==> config.mk <==
export PLATFORM = sky130hd
export DESIGN_NAME = sign_phase_sched
export DESIGN_NICKNAME = d
export VERILOG_FILES = /design/src/rtl/sign_pkg.sv /design/src/rtl/sign_phase_timer.sv /design/src/rtl/sign_phase_sched.sv
export SDC_FILE = /design/constraint.sdc
export NUM_CORES = 1
export LEC_CHECK = 0
export BUFFER_PORTS_ARGS = -buffer_cell sky130_fd_sc_hd__buf_2
export CORE_MARGIN = 2
export CORE_UTILIZATION = 50
export DETAILED_ROUTE_END_ITERATION = 10
export PLACE_DENSITY = 0.7
export REMOVE_ABC_BUFFERS = 1
export SLEW_MARGIN = 20
export SYNTH_ARGS = -nofsm -noshare
export SYNTH_HDL_FRONTEND = slang
export SYNTH_SLANG_ARGS = --single-unit
==> constraint.sdc <==
create_clock -name CLOCK -period 2.3 [get_ports CLOCK]
set_clock_uncertainty 0.2 [all_clocks]
set_input_delay 0.23 -clock CLOCK [delete_from_list [all_inputs] [get_ports CLOCK]]
set_output_delay 0.23 -clock CLOCK [all_outputs]
set_load 0.05 [all_outputs]
==> src/rtl/sign_pkg.sv <==
// sign_pkg: lamp encodings, boolean constants, phase state encodings and the state-to-lamp decode
package sign_pkg;
  localparam logic [1:0] RED = 2'd0;
  localparam logic [1:0] YELLOW = 2'd1;
  localparam logic [1:0] GREEN = 2'd2;
  localparam logic TRUE = 1'b1;
  localparam logic FALSE = 1'b0;
  typedef enum logic [2:0] {
    MAIN_GRN  = 3'd0,
    MAIN_YEL  = 3'd1,
    ALL_RED1  = 3'd2,
    PED_WALK  = 3'd3,
    CNTRY_GRN = 3'd4,
    CNTRY_YEL = 3'd5,
    ALL_RED2  = 3'd6
  } state_t;
  typedef struct packed {
    logic [1:0] main_sig;
    logic [1:0] cntry_sig;
    logic       walk;
  } lamp_t;
  function automatic lamp_t lamp_decode(input state_t s);
    lamp_t l;
    l.main_sig = s == MAIN_GRN ? GREEN : s == MAIN_YEL ? YELLOW : RED;
    l.cntry_sig = s == CNTRY_GRN ? GREEN : s == CNTRY_YEL ? YELLOW : RED;
    l.walk = s == PED_WALK;
    return l;
  endfunction
endpackage

==> src/rtl/sign_phase_timer.sv <==
// sign_phase_timer: phase down-counter holding at 0 (CLOCK, CLEAR async, load/load_val in, expired out)
module sign_phase_timer #(
  parameter int TIMER_W = 8,
  parameter logic [TIMER_W-1:0] RST_VAL = '0
) (
  input  logic               CLOCK,
  input  logic               CLEAR,
  input  logic               load,
  input  logic [TIMER_W-1:0] load_val,
  output logic               expired
);
  logic [TIMER_W-1:0] timer_q, timer_d;
  assign expired = timer_q == '0;
  always_comb timer_d = load ? load_val : expired ? timer_q : timer_q - TIMER_W'(1);
  always_ff @(posedge CLOCK or posedge CLEAR)
    if (CLEAR) timer_q <= RST_VAL;
    else timer_q <= timer_d;
endmodule

==> src/rtl/sign_phase_sched.sv <==
// sign_phase_sched: intersection phase scheduler (CLOCK, CLEAR, CAR_ON_CNTRY_RD, PED_REQ in; MAIN_SIG, CNTRY_SIG, WALK, PED_PENDING, STATE out)
module sign_phase_sched
  import sign_pkg::*;
#(
  parameter int TIMER_W = 8,
  parameter int MIN_MAIN_GRN = 20,
  parameter int MAX_CNTRY_GRN = 15,
  parameter int YEL_TIME = 3,
  parameter int ALLRED_TIME = 2,
  parameter int WALK_TIME = 10
) (
  input  logic       CLOCK,
  input  logic       CLEAR,
  input  logic       CAR_ON_CNTRY_RD,
  input  logic       PED_REQ,
  output logic [1:0] MAIN_SIG,
  output logic [1:0] CNTRY_SIG,
  output logic       WALK,
  output logic       PED_PENDING,
  output logic [2:0] STATE
);
  localparam int LIM = 1 << TIMER_W;
  if (MIN_MAIN_GRN < 1 || MIN_MAIN_GRN >= LIM || MAX_CNTRY_GRN < 1 || MAX_CNTRY_GRN >= LIM ||
      YEL_TIME < 1 || YEL_TIME >= LIM || ALLRED_TIME < 1 || ALLRED_TIME >= LIM ||
      WALK_TIME < 1 || WALK_TIME >= LIM) begin : g_bad_param
    $error("sign_phase_sched: every duration must be in 1 .. 2**TIMER_W-1");
  end
  state_t state_q, state_d;
  logic ped_q, ped_d;
  lamp_t lamp_q, lamp_d;
  logic expired, load;
  logic [TIMER_W-1:0] load_val;
  sign_phase_timer #(
    .TIMER_W(TIMER_W),
    .RST_VAL(TIMER_W'(MIN_MAIN_GRN - 1))
  ) u_timer (
    .CLOCK(CLOCK),
    .CLEAR(CLEAR),
    .load(load),
    .load_val(load_val),
    .expired(expired)
  );
  always_comb begin
    case (state_q)
      MAIN_GRN:  state_d = expired && (CAR_ON_CNTRY_RD || ped_q) ? MAIN_YEL : MAIN_GRN;
      MAIN_YEL:  state_d = expired ? ALL_RED1 : MAIN_YEL;
      ALL_RED1:  state_d = !expired ? ALL_RED1 : ped_q ? PED_WALK : CNTRY_GRN;
      PED_WALK:  state_d = !expired ? PED_WALK : CAR_ON_CNTRY_RD ? CNTRY_GRN : MAIN_GRN;
      CNTRY_GRN: state_d = expired || !CAR_ON_CNTRY_RD ? CNTRY_YEL : CNTRY_GRN;
      CNTRY_YEL: state_d = expired ? ALL_RED2 : CNTRY_YEL;
      ALL_RED2:  state_d = expired ? MAIN_GRN : ALL_RED2;
      default:   state_d = MAIN_GRN;
    endcase
    load = state_d != state_q;
    load_val = state_d == MAIN_GRN ? TIMER_W'(MIN_MAIN_GRN - 1) :
               state_d == CNTRY_GRN ? TIMER_W'(MAX_CNTRY_GRN - 1) :
               state_d == PED_WALK ? TIMER_W'(WALK_TIME - 1) :
               state_d inside {MAIN_YEL, CNTRY_YEL} ? TIMER_W'(YEL_TIME - 1) : TIMER_W'(ALLRED_TIME - 1);
    ped_d = (ped_q | (PED_REQ & state_q != PED_WALK)) & ~(load & state_d == PED_WALK);
    lamp_d = lamp_decode(state_d);
  end
  always_ff @(posedge CLOCK or posedge CLEAR)
    if (CLEAR) begin
      state_q <= MAIN_GRN;
      ped_q <= FALSE;
      lamp_q <= lamp_decode(MAIN_GRN);
    end else begin
      state_q <= state_d;
      ped_q <= ped_d;
      lamp_q <= lamp_d;
    end
  assign MAIN_SIG = lamp_q.main_sig;
  assign CNTRY_SIG = lamp_q.cntry_sig;
  assign WALK = lamp_q.walk;
  assign PED_PENDING = ped_q;
  assign STATE = state_q;
  a_excl: assert property (@(posedge CLOCK) disable iff (CLEAR) MAIN_SIG == RED || CNTRY_SIG == RED);
  a_walk: assert property (@(posedge CLOCK) disable iff (CLEAR) WALK |-> MAIN_SIG == RED && CNTRY_SIG == RED);
  a_main_grn: assert property (@(posedge CLOCK) disable iff (CLEAR)
    MAIN_SIG == GREEN && $past(MAIN_SIG) != GREEN |-> $past(CNTRY_SIG) == RED);
  a_cntry_grn: assert property (@(posedge CLOCK) disable iff (CLEAR)
    CNTRY_SIG == GREEN && $past(CNTRY_SIG) != GREEN |-> $past(MAIN_SIG) == RED);
endmodule

==> summary.md, run 1 <==
| Metric | Value |
|---|---|
| Skew-Pair Late Insertion Delay | 290 ps |
| TritonCTS Buffers | 3 |
| Layout Nets | 135 |
| Critical-path top delay cell | dfstp_2 |
| Ant. Diodes | 0 |
| Critical path capture point type | register |
| Final cycle utilization of the critical path | 93.6% |
| Reg2reg setup slack | 150 ps |
| Clk buf depth | 2 |
| Fmax | 465 MHz |
| Synth Cell Area | 0.00103 mm² |
| Final Hold Fails | 0 |
| Vias in the first global route | 793 |
| Post-route minimum period | 2150 ps |
| Antenna violations before repair | 0 |
| Final setup violation count | 0 |
| Post-DP Area | 0.00112 mm² |
| Largest net degree at the start of global routing | 19 |
| VDD IR max | 833 µV |
| Max cap viols | 0 |
| Clock sink count | 17 |
| Max-slew headroom | 58.6% |
| Crit path cell chain | inv_1 -> ha_1 -> nor4b_4 -> and2_2 -> buf_4 -> o21ai_0 -> a21bo_2 |
| Status | finished, final reports clean |
| Worst slew pin tran | 620 ps |
| Total die area | 0.00245 mm² |
| I/O Buffers | 12 |
| Syn Inst Count | 114 |
| Unrepaired setup endpoints after global routing | no |
| Post-route cell area | 0.00116 mm² |
| Drt drc | 0 |
| Global-route wire length before repair | 3460 µm |
| CP Launch Type | register |
| Syn Area/Cell | 9.07 µm² |
| Num rows | 16 |
| Synth top area cells | dfrtp_1, dfstp_2, mux2i_1, nand2_1, nor2_1 |
| WL per Instance | 13.7 µm |
| # H-tree levels | 1 |
| Layout cells sized above 1 | 24.0% |
| CP Buf/Inv Count | 2 |
| Placed cells | 151 |
| Dominant cell type by area after synthesis | dfrtp_1 |
| ANT nets after route | 0 |
| Worst r2r src | u_timer.timer_q[1] |
| Via density | 5.62 |
| Core area | 0.00196 mm² |
| Hold Path Sink | PED_PENDING |
| Share of the synthesized area in the top cell type | 31.5% |
| Post-synth EDFFs | 0 |
| Async set-reset flop share out of synthesis | 100% |
| Synth unique cells | 40 |
| P&R area growth vs syn | 12.3% |
| Hold path cells | 3 |
| Leak pwr | 0.521 nW |
| Final Core Density | 59.2% |
| WS Path Type | register to register |
| Top-count cell post-synth | nand2_1 |
| Total track usage | 18.4% |
| Total grt overflow | 0 |
| Max-slew violation count | 0 |
| Required @ worst endpoint | 2280 ps |
| Slowest cell delay on critical path | 390 ps |
| FF-to-FF End | STATE[2] |
| YS warnings | 0 |
| Final worst slack | 148 ps |
| 1st-iter DRT viols | 20 |
| Post-route insts no fill | 156 |
| CTS tree | done |
| Hpwl dp | 1500 µm |
| Die width | 49.5 µm |
| Hold_sp | PED_REQ |
| Post-synth top cells | nand2_1, dfrtp_1, nor2_1 |
| Most used DFF post-synth | dfrtp_1 |
| Hold slack | 53.4 ps |
| Via count | 877 |
| GPL Wtd Cong | 0.858 |
| Hold crit path type | primary input to register |
| Post-route setup TNS | 0 ps |
| DRT Pass-1 Iters | 4 |
| Tot Pwr | 1.66 mW |
| Clk root buf | clkbuf_4 |
| CP max FO | 8 |
| Pwr dens | 1430 mW/mm² |
| DRT Wirelength | 2140 µm |
| Seq cells post-synth | 17 |
| Worst slack, placed | 87.5 ps |
| Clock transition at the registers of the reported paths | 100 ps |
| Seq/Total Area, Yosys | 41.6% |
| IO Count | 13 |
| Arrival time worst endpoint | 2140 ps |
| Starting Density | 52.7% |
| Worst R2R Path Depth | 7 |
| Top delay family on crit path | simple AND/OR/NAND/NOR gates |
| Die Height | 49.5 µm |
## logic make-up (layout without fill, tap and decap cells)
family / after synthesis / in the layout / synth area share [%]
and+or+nand+nor: 47 / 47 / 23.6
AOI/OAI and AO/OA: 27 / 27 / 19.1
DFF: 17 / 17 / 41.6
buffers and inverters: 13 / 28 / 5.81
adders and majority gates: 1 / 1 / 1.21
xor gates and xnor gates: 2 / 2 / 1.70
muxes: 7 / 7 / 6.90
## worst register-to-register path: cells and delay by family, from the launching register on
| family | cells | cell delay, ps |
|---|---|---|
| AOI/OAI and AO/OA | 2 | 320 |
| adders and majority gates | 1 | 240 |
| buffers and inverters | 2 | 220 |
| DFF | 1 | 390 |
| and+or+nand+nor | 2 | 680 |
## worst max path at each step
stage | startpoint | end | slack (ps) | cells after the start
after global placement | u_timer.timer_q[0] | STATE[2] | 150 | 7
after floorplan | u_timer.timer_q[0] | STATE[0] | 250 | 6
after CTS | u_timer.timer_q[1] | STATE[2] | 60 | 7
after global routing | u_timer.timer_q[0] | MAIN_SIG[0] | 10 | 6
after detailed placement | u_timer.timer_q[1] | STATE[2] | 90 | 7
final | u_timer.timer_q[1] | STATE[2] | 150 | 7
## registers in the layout, summed over array words and instances, names as in the netlist
name and cells:
u_timer.timer_q 8, STATE 3, CNTRY_SIG 2, MAIN_SIG 2, PED_PENDING 1, WALK 1
## timing repair
action,CTS,global route
buffers inserted,0,0
endpoints found under the setup margin,0,5
hold endpoints to repair,13,0
hold buffers,1,0
resized for setup,0,1
## final cells by class
class	instances	area (µm²)
sequential	17	430
clock buffer	4	26.3
inverter	7	26.3
timing repair buffer	17	100
fill	184	801
tap	27	33.8
multi-input combinational	84	544
## layer usage
metal,track usage (%),routed length [µm]
met1,25.3,1010
met2,28.6,988
met3,2.73,120
met4,8.33,25
met5,0,0
## cells in the final DEF (no fill, tap or decap), types with 2 or more instances in the layout
cell      instances
clkbuf_4          3
nor3_1            6
inv_1             7
dfrtp_1          13
o21ai_0           4
o31ai_1           2
buf_2            12
a31oi_1           2
a21oi_1           6
nand2b_1          2
nand3_1           2
buf_4             4
mux2i_1           6
a21bo_2           2
nand2_1          15
nor2b_1           4
nor2_1           11
dfstp_2           4
## power by group
part	internal, mW	leakage, nW	total (mW)	switching (mW)
Clock	0.0674	0.0150	0.160	0.0928
Sequential	0.443	0.206	0.623	0.179
Combinational	0.343	0.300	0.872	0.529
No activity file was read; power rests on OpenSTA's default activity.
==> inputs of run 2 (changes only) <==
Settings changed: ABC_AREA set to 1, BUFFER_PORTS_ARGS -buffer_cell sky130_fd_sc_hd__buf_2 to unset, DONT_BUFFER_PORTS set to 1, PLACE_DENSITY 0.7 to unset.
==> run 2 against run 1 <==
  * Via count is 4.4% lower
  * Final cell count is 7.1% higher
  * Synthesized cell count is 12% higher
  * Routed wire length is 4.8% lower
  * Global-route usage is 0.30 points lower
  * Utilization is 0.44 points higher
  * Design area is 2.8% higher
  * Sequential share of layout area is 1.0 points lower
  * Worst setup slack worse by 8.2 ps
  * Highest routed layer unchanged
==> summary.md, run 2 <==
| Metric | Value |
|---|---|
| CP Launch Type | register |
| Post-synth EDFFs | 0 (unchanged) |
| Max-slew violation count | 0 (unchanged) |
| IO Count | 13 (unchanged) |
| Hpwl dp | 1560 µm (+3.5%) |
| Unrepaired setup endpoints after global routing | no |
| Via density | 5.02 (-11%) |
| WL per Instance | 12.2 µm (-11%) |
| Most common cell after layout, fill and taps aside | nand2_1 |
| Total die area | 0.00254 mm² (+3.8%) |
| Die Height | 50.4 µm (+1.9%) |
| Post-synth top cells | nand2_1, inv_1, nor2_1 |
| Worst R2R Path Depth | 11 (+4) |
| Seq/Total Area, Yosys | 40.0% (-1.6 points) |
| Beginning of the critical path | u_timer.timer_q[0] |
| Hold path cells | 2 (-1) |
| CP max FO | 11 (+3) |
| Clock transition at the registers of the reported paths | 100 ps (about the same) |
| Top-count cell post-synth | nand2_1 |
| P&R area growth vs syn | 10.9% |
| Multi-input logic area | 546 µm² (+0.23%) |
| Arrival time worst endpoint | 2150 ps (about the same) |
| Critical path capture point type | register |
| CTS tree | done |
| Antenna violations before repair | 0 (unchanged) |
| Dominant cell type by area after synthesis | dfrtp_1 |
| Required @ worst endpoint | 2290 ps (about the same) |
| TritonCTS Buffers | 3 (unchanged) |
| Max cap viols | 0 (unchanged) |
| Max-slew headroom | 58.0% (-0.59 points) |
| Layout Nets | 146 (+8.1%) |
| GPL Wtd Cong | 0.810 (-5.5%) |
| Worst r2r src | u_timer.timer_q[0] |
| Starting Density | 53.8% (+1.1 points) |
| Post-route minimum period | 2160 ps (+8.19 ps) |
| Syn Inst Count | 128 (+12%) |
| ANT nets after route | 0 (unchanged) |
| FF/Latch Area | 430 µm² (unchanged) |
| Layout cells sized above 1 | 29.3% (+5.3 points) |
| Ant. Diodes | 0 (unchanged) |
| Syn Area/Cell | 8.41 µm² (-7.3%) |
| Synth Cell Area | 0.00108 mm² (+4.1%) |
| Post-route setup TNS | 0 ps (unchanged) |
| Synth unique cells | 32 (-20%) |
| Most flops, register | u_timer.timer_q |
| Vias in the first global route | 757 (-4.5%) |
| Drt drc | 0 (unchanged) |
| Share of the synthesized area in the top cell type | 30.2% (-1.2 points) |
| Post_cts resized | 0 (unchanged) |
| Status | finished, final reports clean |
| Total track usage | 18.1% (-0.30 points) |
| Seq cells post-synth | 17 (unchanged) |
| YS warnings | 0 (unchanged) |
| Filler Cell Count | 189 (+2.7%) |
| Final cycle utilization of the critical path | 93.9% (+0.36 points) |
| Clk buf depth | 2 (unchanged) |
| Final worst slack | 139 ps (-8.19 ps) |
| Worst slew pin tran | 629 ps (+8.87 ps) |
| Clock sink count | 17 (unchanged) |
| Final Hold Fails | 0 (unchanged) |
| Hold_sp | CAR_ON_CNTRY_RD |
| Skew-Pair Late Insertion Delay | 300 ps (about the same) |
| DRT Wirelength | 2040 µm (-4.8%) |
| Total grt overflow | 0 (unchanged) |
| Core area | 0.00200 mm² (+2.0%) |
| Clk root buf | clkbuf_4 |
| Most used DFF post-synth | dfrtp_1 |
| Via count | 838 (-4.4%) |
| Synth top area cells | dfrtp_1, dfstp_2, nand2_1, inv_1, nor2_1 |
| Global-route wire length before repair | 3440 µm (-0.38%) |
| 1st-iter DRT viols | 15 (-25%) |
| Worst slack, placed | 139 ps (+51.5 ps) |
| I/O Buffers | 0 (-12) |
| Hold crit path type | primary input to register |
| # H-tree levels | 1 (unchanged) |
| Number of flip-flops in the largest register | 8 (unchanged) |
| DRT Pass-1 Iters | 4 (unchanged) |
| Commonest cells after routing, fill and taps aside | nand2_1, inv_1, nor2_1, dfrtp_1, nand3_1 |
| Async set-reset flop share out of synthesis | 100% (unchanged) |
| WS Path Type | register to register |
| Die width | 50.4 µm (+1.9%) |
| Largest net degree at the start of global routing | 18 (-1) |
| Fmax | 463 MHz (-0.38%) |
| Final setup violation count | 0 (unchanged) |
| Num rows | 16 (unchanged) |
run 2: per-stage QoR:
stage / hold WS (ps) / utilization [%] / cell area, µm² / instances
after global routing: 18.1 / 59.6 / 1190 / 167
after floorplan: -46.8 / - / 1060 / 127
final: 17.6 / 59.6 / 1190 / 167
after CTS: 12.2 / 58.5 / 1170 / 164
after detailed placement: 43.0 / 56.2 / 1120 / 158
after global placement: 30.3 / 56.2 / 1120 / 158
run 2: cells by family after synthesis:
kind of cell | Yosys count | synth area share, %
and+or+nand+nor | 70 | 39.1
adders and majority gates | 1 | 1.16
xor gates and xnor gates | 3 | 2.44
AOI/OAI and AO/OA | 14 | 8.02
DFF | 17 | 40.0
buffers and inverters | 23 | 9.30
run 2: worst paths after layout:
kind                       slack [ps]                 end
max in group asynchronous        1250  u_timer.timer_q[3]
max reg2reg                       140  u_timer.timer_q[7]
min                                20            STATE[2]
min reg2reg                       340  u_timer.timer_q[1]
min in group asynchronous         240            STATE[1]
max                               140  u_timer.timer_q[7]
run 2: what timing repair did:
action,4_1_cts,5_1_grt
hold endpoints to repair,14,0
endpoints found under the setup margin,0,3
setup buffers,0,3
hold buffers,2,0
run 2: routing by layer:
metal	track usage, %	vias to the layer above	routed length, µm	share of wire [%]
met2	24.6	17	854	42
met3	2.68	5	62	3.0
met1	28.1	385	1080	53
met5	0	-	0	0
met4	8.11	0	41	2.0
li1	-	431	-	-
run 2: layout make-up:
type,count,area share (%)
multi-input combinational,88,45.7
sequential,17,36.1
inverter,22,7.13
timing repair buffer,9,6.08
tap,27,2.83
clock buffer,4,2.20
run 2: critical path: stages (launching register included):
cell	delay, ps
dfstp_2	520
inv_1	70
ha_1	240
nand2_2	140
nor2_8	70
buf_4	150
inv_4	70
nand2_1	70
or2_1	240
nor2_1	120
xnor2_1	130
nor2_1	50
Power of run 2 is left out: the tool's default activity adds up to more than one toggle a clock period on the data nets, which glitch-free logic cannot reach.
==> inputs of run 3 (changes only) <==
Settings changed: ABC_AREA 1 to 0, GPL_TIMING_DRIVEN set to 0.
==> run 3 against run 2 <==
  * Sequential share of layout area is 2.7 points higher
  * Worst setup slack improved by 12 ps
  * Final cell count decreased by 14%
  * Die area fell by 3.6%
  * Global-route usage up 1.6 points
  * First-iteration DRC count grew 33%
  * Routed wire length grew 9.0%
  * Via count up 3.1%
  * Count of clock-buffer cells in the layout fell by 1
  * Utilization is 2.5 points lower
  * Design area shrank 6.2%
  * Critical path depth is 5 lower
  * Highest routed layer unchanged
==> summary.md, run 3 (same netlist as run 1, synthesis figures left out) <==
| Metric | Value |
|---|---|
| Status | finished, final reports clean |
| DRT Wirelength | 2220 µm (+9.0%) |
| Filler Cell Count | 191 (+1.1%) |
| 1st-iter DRT viols | 20 (+5) |
| Via count | 864 (+3.1%) |
| Commonest cells after routing, fill and taps aside | nand2_1, nor2_1, dfrtp_1, inv_1 |
| DRT Pass-1 Iters | 4 (unchanged) |
| I/O Buffers | 0 (unchanged) |
| Final Hold Fails | 0 (unchanged) |
| FF/Latch Area | 434 µm² (+0.87%) |
| CP Launch Type | register |
| Layout cells sized above 1 | 19.0% (-10 points) |
| Drt drc | 0 (unchanged) |
| Clock transition at the registers of the reported paths | 110 ps (about the same) |
| Clk root buf | clkbuf_4 |
| Worst slew pin tran | 651 ps (+21.6 ps) |
| Num rows | 16 (unchanged) |
| Post-route minimum period | 2150 ps (-12.3 ps) |
| Largest net degree at the start of global routing | 19 (+1) |
| Post-route setup TNS | 0 ps (unchanged) |
| VDD IR max | 723 µV |
| Worst r2r src | u_timer.timer_q[0] |
| ANT nets after route | 0 (unchanged) |
| Arrival time worst endpoint | 2160 ps (about the same) |
| Most flops, register | u_timer.timer_q |
| Via density | 6.04 (+20%) |
| Die width | 49.5 µm (-1.8%) |
| Critical path capture point type | register |
| Fmax | 465 MHz (+0.57%) |
| Total grt overflow | 0 (unchanged) |
| Die Height | 49.5 µm (-1.8%) |
| Final setup violation count | 0 (unchanged) |
| P&R area growth vs syn | 8.35% |
| Starting Density | 52.7% (-1.1 points) |
| Hold path cells | 3 (+1) |
| Required @ worst endpoint | 2310 ps (+20 ps) |
| Post-route cell area | 0.00112 mm² (-6.2%) |
| Multi-input logic area | 561 µm² (+2.8%) |
| Layout Nets | 122 (-16%) |
| Worst R2R Path Depth | 6 (-5) |
| Max cap viols | 0 (unchanged) |
| # H-tree levels | 1 (unchanged) |
| CP max FO | 11 (unchanged) |
| Beginning of the critical path | u_timer.timer_q[0] |
| Core area | 0.00196 mm² (-2.0%) |
| Final cycle utilization of the critical path | 93.4% (-0.54 points) |
| Hold crit path type | primary input to register |
| Ant. Diodes | 0 (unchanged) |
| TritonCTS Buffers | 3 (unchanged) |
| GPL Wtd Cong | 0.851 (+5.0%) |
| IO Count | 13 (unchanged) |
| CTS tree | done |
| Post-DP Area | 0.00103 mm² (-8.1%) |
| Vias in the first global route | 774 (+2.2%) |
| Hpwl dp | 1480 µm (-5.0%) |
| Hold_sp | CAR_ON_CNTRY_RD |
| Worst slack, placed | -97.3 ps (-236 ps) |
| Unrepaired setup endpoints after global routing | no |
| Clock sink count | 17 (unchanged) |
| Hold slack | 31.3 ps (+13.8 ps) |
| Number of flip-flops in the largest register | 8 (unchanged) |
| Clk buf depth | 2 (unchanged) |
| Most common cell after layout, fill and taps aside | nand2_1 |
| Max-slew headroom | 56.6% (-1.4 points) |
| Leak pwr | 0.473 nW |
| Max-slew violation count | 0 (unchanged) |
| Total track usage | 19.6% (+1.6 points) |
| WL per Instance | 15.5 µm (+27%) |
| Pwr dens | 1470 mW/mm² |
| Total die area | 0.00245 mm² (-3.6%) |
| Final worst slack | 152 ps (+12.3 ps) |
| Global-route wire length before repair | 3720 µm (+8.0%) |
| WS Path Type | register to register |
| Skew-Pair Late Insertion Delay | 300 ps (about the same) |
| Antenna violations before repair | 0 (unchanged) |
==> run 3: routing by layer <==
layer | up-vias | part of all wire [%] | GRT usage, %
li1 | 412 | - | -
met1 | 427 | 50 | 30.2
met2 | 23 | 45 | 27.5
met3 | 2 | 4.8 | 4.55
met4 | 0 | 0.27 | 5.56
met5 | - | 0 | 0
==> run 3: metrics by stage <==
| stage | util (%) | instances | total power, mW |
|---|---|---|---|
| 4_1_cts | 56.1 | 142 | 1.62 |
| 3_5_place_dp | 52.7 | 135 | 1.44 |
| 5_1_grt | 57.1 | 143 | 1.77 |
| 6_report | 57.1 | 143 | 1.65 |
| 2_1_floorplan | - | 108 | 1.28 |
| 3_3_place_gp | 52.7 | 135 | 1.42 |
==> run 3: final timing paths <==
path / to / slack [ps]
max in group asynchronous: STATE[1] / 1190
max reg2reg: MAIN_SIG[0] / 150
max: MAIN_SIG[0] / 150
min: MAIN_SIG[1] / 30
min reg2reg: u_timer.timer_q[4] / 430
min in group asynchronous: CNTRY_SIG[1] / 250
==> run 3: cell type report <==
cell class                      instances  share of cell area, %
Multi-Input combinational cell         84                   50.1
Clock inverter                          1                  0.447
Timing Repair Buffer                    4                   3.35
Clock buffer                            3                   2.01
Tap cell                               27                   3.02
Sequential cell                        17                   38.8
Inverter                                7                   2.35
==> run 3: timing repair <==
item / CTS / global route
hold buffers: 3 / 0
pin swaps: 0 / 0
resized for setup: 2 / 6
endpoints found under the setup margin: 7 / 10
buffers inserted: 0 / 1
hold endpoints to repair: 15 / 0
==> run 3: power by group <==
| group | total (mW) | internal [mW] | switching, mW |
|---|---|---|---|
| Sequential | 0.819 | 0.447 | 0.373 |
| Combinational | 0.662 | 0.316 | 0.346 |
| Clock | 0.166 | 0.0647 | 0.102 |
| Total | 1.65 | 0.827 | 0.820 |
==> run 3: critical path, cell delays in order (launching register included) <==
cell	delay (ps)
dfstp_2	410
inv_1	60
ha_2	230
nor4b_4	400
nand2_4	170
or3_1	360
a211oi_2	240
